--- config.mk ---
export PLATFORM = sky130hd
export DESIGN_NAME = add_8bit_signed_serial
export DESIGN_NICKNAME = d
export VERILOG_FILES = /design/src/rtl/add_8bit_signed_serial.sv
export SDC_FILE = /design/constraint.sdc
export NUM_CORES = 1
export LEC_CHECK = 0
export BUFFER_PORTS_ARGS = -buffer_cell sky130_fd_sc_hd__buf_4
export CAP_MARGIN = 20
export CORE_AREA = 2 2 61 63
export CTS_CLUSTER_DIAMETER = 100
export DETAILED_ROUTE_END_ITERATION = 12
export DIE_AREA = 0 0 63 65
export GPL_ROUTABILITY_DRIVEN = 0
export PLACE_DENSITY = 0.71
export SKIP_LAST_GASP = 1
export SLEW_MARGIN = 25
export SYNTH_ARGS = -nofsm -noshare
export SYNTH_HDL_FRONTEND = slang
export SYNTH_SLANG_ARGS = --single-unit
--- constraint.sdc ---
create_clock -name clk -period 1.3 [get_ports clk]
set_clock_uncertainty 0.1 [all_clocks]
set_input_delay 0 -clock clk [delete_from_list [all_inputs] [get_ports clk]]
set_output_delay 0 -clock clk [all_outputs]
set_load 0.02 [all_outputs]
--- src/rtl/add_8bit_signed_serial.sv ---
// Bit-serial signed adder: operands are captured on start, summed LSB first
// one bit per clock, and the registered sum plus signed overflow flag are
// published together with a one-cycle done pulse.
module add_8bit_signed_serial #(
    parameter int WIDTH = 8
) (
    input  logic             clk,
    input  logic             rst_n,
    input  logic             start,
    input  logic [WIDTH-1:0] A,
    input  logic [WIDTH-1:0] B,
    output logic             busy,
    output logic             done,
    output logic [WIDTH-1:0] result,
    output logic             overflow
);

    localparam int CW = (WIDTH > 2) ? $clog2(WIDTH) : 1;

    typedef enum logic [1:0] {IDLE, RUN, DONE} state_t;

    state_t           state_q, state_d;
    logic [WIDTH-1:0] a_q, a_d;
    logic [WIDTH-1:0] b_q, b_d;
    logic [WIDTH-1:0] sum_q, sum_d;
    logic             carry_q, carry_d;
    logic [CW-1:0]    cnt_q, cnt_d;
    logic [WIDTH-1:0] result_q, result_d;
    logic             ovf_q, ovf_d;

    // One full-adder slice working on the current operand LSBs.
    logic s_bit, c_out, last_bit;
    assign s_bit    = a_q[0] ^ b_q[0] ^ carry_q;
    assign c_out    = (a_q[0] & b_q[0]) | (carry_q & (a_q[0] ^ b_q[0]));
    assign last_bit = (cnt_q == CW'(WIDTH - 1));

    // Next-state and datapath: capture, serial accumulate, publish on last bit.
    always_comb begin
        state_d  = state_q;
        a_d      = a_q;
        b_d      = b_q;
        sum_d    = sum_q;
        carry_d  = carry_q;
        cnt_d    = cnt_q;
        result_d = result_q;
        ovf_d    = ovf_q;
        case (state_q)
            IDLE, DONE: begin
                if (start) begin
                    a_d     = A;
                    b_d     = B;
                    sum_d   = '0;
                    carry_d = 1'b0;
                    cnt_d   = '0;
                    state_d = RUN;
                end else if (state_q == DONE) begin
                    state_d = IDLE;
                end
            end
            RUN: begin
                a_d     = a_q >> 1;
                b_d     = b_q >> 1;
                sum_d   = {s_bit, sum_q[WIDTH-1:1]};
                carry_d = c_out;
                cnt_d   = cnt_q + CW'(1);
                if (last_bit) begin
                    // Carry into the MSB is the carry register at this step;
                    // their XOR is the signed overflow. Carry out is dropped.
                    result_d = {s_bit, sum_q[WIDTH-1:1]};
                    ovf_d    = carry_q ^ c_out;
                    state_d  = DONE;
                end
            end
            default: state_d = IDLE;
        endcase
    end

    // State and datapath registers with synchronous active-low reset.
    always_ff @(posedge clk) begin
        if (!rst_n) begin
            state_q  <= IDLE;
            a_q      <= '0;
            b_q      <= '0;
            sum_q    <= '0;
            carry_q  <= 1'b0;
            cnt_q    <= '0;
            result_q <= '0;
            ovf_q    <= 1'b0;
        end else begin
            state_q  <= state_d;
            a_q      <= a_d;
            b_q      <= b_d;
            sum_q    <= sum_d;
            carry_q  <= carry_d;
            cnt_q    <= cnt_d;
            result_q <= result_d;
            ovf_q    <= ovf_d;
        end
    end

    assign busy     = (state_q == RUN);
    assign done     = (state_q == DONE);
    assign result   = result_q;
    assign overflow = ovf_q;

endmodule

* Word-level counts from Yosys, hierarchy flattened
Cells that the tools add are included.
Widths: inputs -> output; s select.
** Storage, ports and cells
- Input port bits :: 19
- Output and inout bits :: 11
- Flip-flop bits (word level) :: 39
- Word-level logic and storage cells :: 41
** Operators by class
- Mux-type cells :: 14
- Reductions and logical operators :: 6
- Add/subtract/negate cells :: 1
- Bitwise operators :: 6
- Equality and inequality tests :: 6
** Operators by type and width (number)
- $pmux 8 s2 :: 3
- $mux 8 :: 3
- $mux 2 :: 3
- $pmux 3 s2 :: 1
- $reduce_and 2->1 :: 3
- $pmux 2 s2 :: 1
- $add 3x1->3 const B :: 1
- $eq 3x3->1 const B :: 1
- $mux 3 :: 1
- $ne 3x3->1 const B :: 1
- $xor 1x1->1 :: 3
- $and 1x1->1 :: 2
- $eq 2x1->1 const B :: 1
- $eq 2x2->1 const B :: 1
- $logic_not 2->1 :: 1
- $ne 2x1->1 const B :: 1
- $ne 2x2->1 const B :: 1
- $pmux 1 s2 :: 1
- $reduce_bool 2->1 :: 1
- $reduce_or 2->1 :: 1
- $mux 1 :: 1
- $or 1x1->1 :: 1

* Logic depth before layout (Yosys ltp)
- Depth in word-level cells :: 4
- Mapped depth :: 6
- Depth with buffers taken out :: 5

* Worst setup path before layout
No wires, ideal clock.
- Path type :: flip-flop to flip-flop
- Start point :: register cnt_q[0]
- End point :: register result_q[7] (netlist: result[7])
- Setup time :: 116 ps
- Period minus slack after synthesis :: 1403 ps
- Data arrival time :: 1186 ps
- Path buffers :: 1
- Data required time :: 1084 ps
- Stages on the path, launching flop included :: 6
- Path slack :: -103 ps
- Cells stage by stage :: dfxtp_1 > ha_1 > ha_1 > and3b_1 > buf_2 > o211a_1
** On the way
- Longest elaborated chain between the ends :: 2
** RTL lines
- start: declaration :: RTL line 27 : logic [CW-1:0] cnt_q, cnt_d;
- start signal: assignment :: RTL line 95 : cnt_q <= cnt_d;
- $eq 3x3->1 :: RTL line 35 : assign last_bit = (cnt_q == CW'(WIDTH - 1));
- $reduce_and 2->1 (no source line)
- end signal: assignment :: RTL line 96 : result_q <= result_d;
- end: declaration :: RTL line 28 : logic [WIDTH-1:0] result_q, result_d;
Every way passes these cells.
A chain may end at the register's enable or synchronous reset.

* Final worst setup path
- Start point :: register a_q[0]
- End point :: register sum_q[7]
** On the way
- Longest elaborated chain between the ends :: 3
** RTL lines
- start: declaration :: RTL line 23 : logic [WIDTH-1:0] a_q, a_d;
- start signal: assignment :: RTL line 82 : a_q <= '0;
- start signal: assignment :: RTL line 91 : a_q <= a_d;
- $xor 1x1->1 (2 in a row) :: RTL line 33 : assign s_bit = a_q[0] ^ b_q[0] ^ carry_q;
- $pmux 8 s2 :: RTL line 47 : case (state_q)
- end signal: assignment :: RTL line 93 : sum_q <= sum_d;
- end: declaration :: RTL line 25 : logic [WIDTH-1:0] sum_q, sum_d;
Every way passes these cells.

==> results.py <==
metrics = {
    "critical_path": {
        "worst-path-buf-inv": 1,
        "criticalPathCategory": "flip-flop to flip-flop",
        "required_ns": 1.46,
        "regToRegSetupSlack_ns": -0.05,
        "critPathSlowestCell": "fa_2",
        "startpoint_type": "flip-flop",
        "cpLargestDelayFamily": "adder cells",
        "cp-endpoint": "sum_q[7]$_SDFFE_PN0P_",
        "rr_endpoint": "sum_q[7]$_SDFFE_PN0P_",
        "crit_path_max_incr_delay_ns": 0.56,
        "endpoint_kind": "flip-flop",
        "crit_cells": 4,
        "r2r-start": "a_q[0]$_SDFFE_PN0P_",
        "startpoint": "a_q[0]$_SDFFE_PN0P_",
        "crit_chain": "inv_2 > fa_2 > nor2_1 > o21a_1",
        "worstPathArrival_ns": 1.50,
        "r2r_cells": 4,
        "cp_max_fo": 2,
    },
    "yosys": {
        "syn_area_um2": 1590,
        "ys_types": 27,
        "ys_ff_latch": 38,
        "synth.avg_cell_area_um2": 8.33,
        "synth_warnings": 0,
        "synth_most_common_cell": "nand2_1",
        "syn_inst": 191,
        "synth_ff_type": "dfxtp_1",
        "syn_nets": 213,
        "synth_largest_area_cell": "dfxtp_1",
        "yosys-top-cells-area": "dfxtp_1, nand2_1, a21boi_0",
        "synth_edf_count": 0,
        "synth_commonest_cells": "nand2_1, dfxtp_1, o21ai_0, a31oi_1, a21boi_0",
        "synth.top_cell.area_share": 0.478,
        "yosysSeqAreaShare": 0.478,
        "async_flop_share": 0,
    },
    "layout": {
        "final_nets": 272,
        "fin_util": 0.663,
        "layout-drive-gt1-share": 0.327,
        "n_antenna_cell": 0,
        "syn_to_final_growth_pct": 45.6,
        "fill_cells": 303,
    },
    "route": {
        "drt-total-wl_um": 3450,
        "first_pass_iters": 4,
        "drt-vias-per-instance": 4.95,
        "via_count": 1480,
        "drt_iter0_markers": 67,
        "final_antenna_net_count": 0,
        "wl_per_cell_um": 11.5,
        "drc": 0,
    },
    "timing": {
        "fin_crit_ns": 1.35,
        "period_share": 1.03,
        "max_slew.worst_pin.slew_ns": 0.352,
        "tns_ns": -0.0730,
        "setup_violations": 2,
        "finalWorstSetupSlack_ns": -0.0450,
        "final_max_slew_viol_count": 0,
        "grt_setup_unrepaired": "yes",
        "timing.fmax_mhz": 743,
        "relSlewSlack": 0.765,
        "finalHoldViolCount": 0,
    },
    "clocking": {
        "cts_max_level": 2,
        "clk_pin_slew_ns": 0.11,
        "cts_root_buf": "clkbuf_4",
        "cts_buffers": 5,
        "tritoncts": "done",
        "cts.path.max_buffers": 2,
        "cts_sinks": 38,
        "clkLatencyLatePin_ns": 0.35,
    },
    "floorplan": {
        "die_w_um": 63,
        "core_area_um2": 3500,
        "dieArea_um2": 4100,
        "io-pin-count": 30,
        "die_y_um": 65,
        "rows": 22,
        "initial_core_util": 0.455,
    },
    "pwr": {
        "power_density_nw_per_um2": 990,
        "irDropWorstVdd_v": 0.000839,
        "power_mw": 2.29,
        "p_leak_nw": 0.938,
    },
    "global_routing": {
        "grt_pass1_wl_um": 5710,
        "antenna_found_initial": 0,
        "grt_max_degree": 39,
        "grt-ovfl-total": 0,
        "grt_pass1_vias": 1390,
        "grt_util_all_layers": 0.177,
    },
    "placed_design": {
        "port_buffers": 29,
        "post-dp-hpwl_um": 2140,
    },
    "run": {
        "max-cap-violations": 0,
    },
    "status": {
        "outcome": "finished with violations",
        "violations": "setup timing",
    },
    "hold_path": {
        "hp-start": "A[7]",
        "worstHoldPathType": "input pin to flip-flop",
    },
}
==> power by group <==
part           internal [mW]  switching [mW]  leakage (nW)
registers               1.22          0.0359         0.313
logic                  0.213           0.172         0.589
clock network          0.262           0.389        0.0353
total                   1.70           0.597         0.938
==> metrics by stage <==
| stage | hold slack [ns] | cells | area, um2 | setup WS [ns] |
|---|---|---|---|---|
| 4_1_cts | 0.0119 | 297 | 2220 | -0.0463 |
| 2_1_floorplan | 0.0349 | 191 | 1630 | -0.0196 |
| 5_1_grt | 0.362 | 299 | 2320 | -0.0776 |
| 3_5_place_dp | 0.166 | 270 | 1950 | -0.133 |
| 6_report | 0.348 | 299 | 2320 | -0.0450 |
| 3_3_place_gp | 0.158 | 270 | 1950 | -0.111 |
==> cell families (layout without fill, tap and decap cells) <==
family	after synthesis	count (layout)	synth area share
AO/OA/AOI/OAI	51	51	0.208
flip-flops	38	38	0.478
adder cells (fa/ha/maj)	3	3	0.0283
buffers and inverters	19	78	0.0676
AND/OR/NAND/NOR	79	80	0.213
XOR/XNOR	1	1	0.00550
==> worst min-delay path by stage <==
stage                              end  slack [ns]  cells past startpoint
6_report           a_q[7]$_SDFFE_PN0P_        0.35                      4
5_1_grt            b_q[0]$_SDFFE_PN0P_        0.36                      4
4_1_cts        state_q[0]$_SDFFE_PN0P_        0.01                      4
3_5_place_dp       a_q[7]$_SDFFE_PN0P_        0.17                      3
3_3_place_gp       a_q[7]$_SDFFE_PN0P_        0.16                      3
2_1_floorplan      a_q[7]$_SDFFE_PN0P_        0.03                      2
==> cells in the final DEF (no fill, tap or decap), types with 2 or more instances in the layout <==
cell           netlist  layout
a21boi_0            12       4
a21boi_1             6      13
a31oi_1             14      14
and2_1               2       2
and3_1               2       2
and3b_2              0       2
buf_4                4      40
buf_6                2       5
clkbuf_4             0       5
dfxtp_1             38      31
dfxtp_2              0       6
dlygate4sd3_1        0      18
ha_4                 0       2
inv_2                1       2
nand2_1             55      53
nand2_2              0       2
nand3_1             10      10
nor2_1               3       3
nor2b_1              2       2
o21a_1               3       3
o21ai_0             15       9
o21ai_2              0       6
==> metal layers <==
layer  GRT usage  vias to the layer above  wire length [um]
li1            -                      767                 -
met1       0.185                      679              1550
met2       0.340                       27              1730
met3      0.0365                        7               105
met4      0.0750                        0                59
met5           0                        -                 0
==> area by class of cell <==
cell class | count | area, um2 | share of cell area
inverter | 4 | 17.5 | 0.00756
sequential | 38 | 772 | 0.333
clock inverter | 1 | 5.00 | 0.00216
clock buffer | 7 | 55.1 | 0.0238
timing repair buffer | 66 | 597 | 0.258
tap | 48 | 60.1 | 0.0259
multi-input combinational | 135 | 811 | 0.350
==> tightest hold or removal path: stages <==
cell and delay (ns):
dlygate4sd3_1 0.53, buf_4 0.13, nand2_1 0.05, a21boi_1 0.05
==> registers in the layout (all words and copies together), names as in the netlist <==
signal    cells
result        8
cnt_q         3
a_q           8
state_q       2
carry_q       1
overflow      1
sum_q         7
b_q           8
==> timing repair <==
item                                   4_1_cts  5_1_grt
pin swaps                                    2        8
hold buffers                                17        1
gates resized for setup                     14       29
endpoints found under the hold margin       38        1
setup endpoints to repair                   14       31
buffers inserted                             2        0
gates cloned                                 1        1
Note: power is estimated with default switching activity, not from simulation.
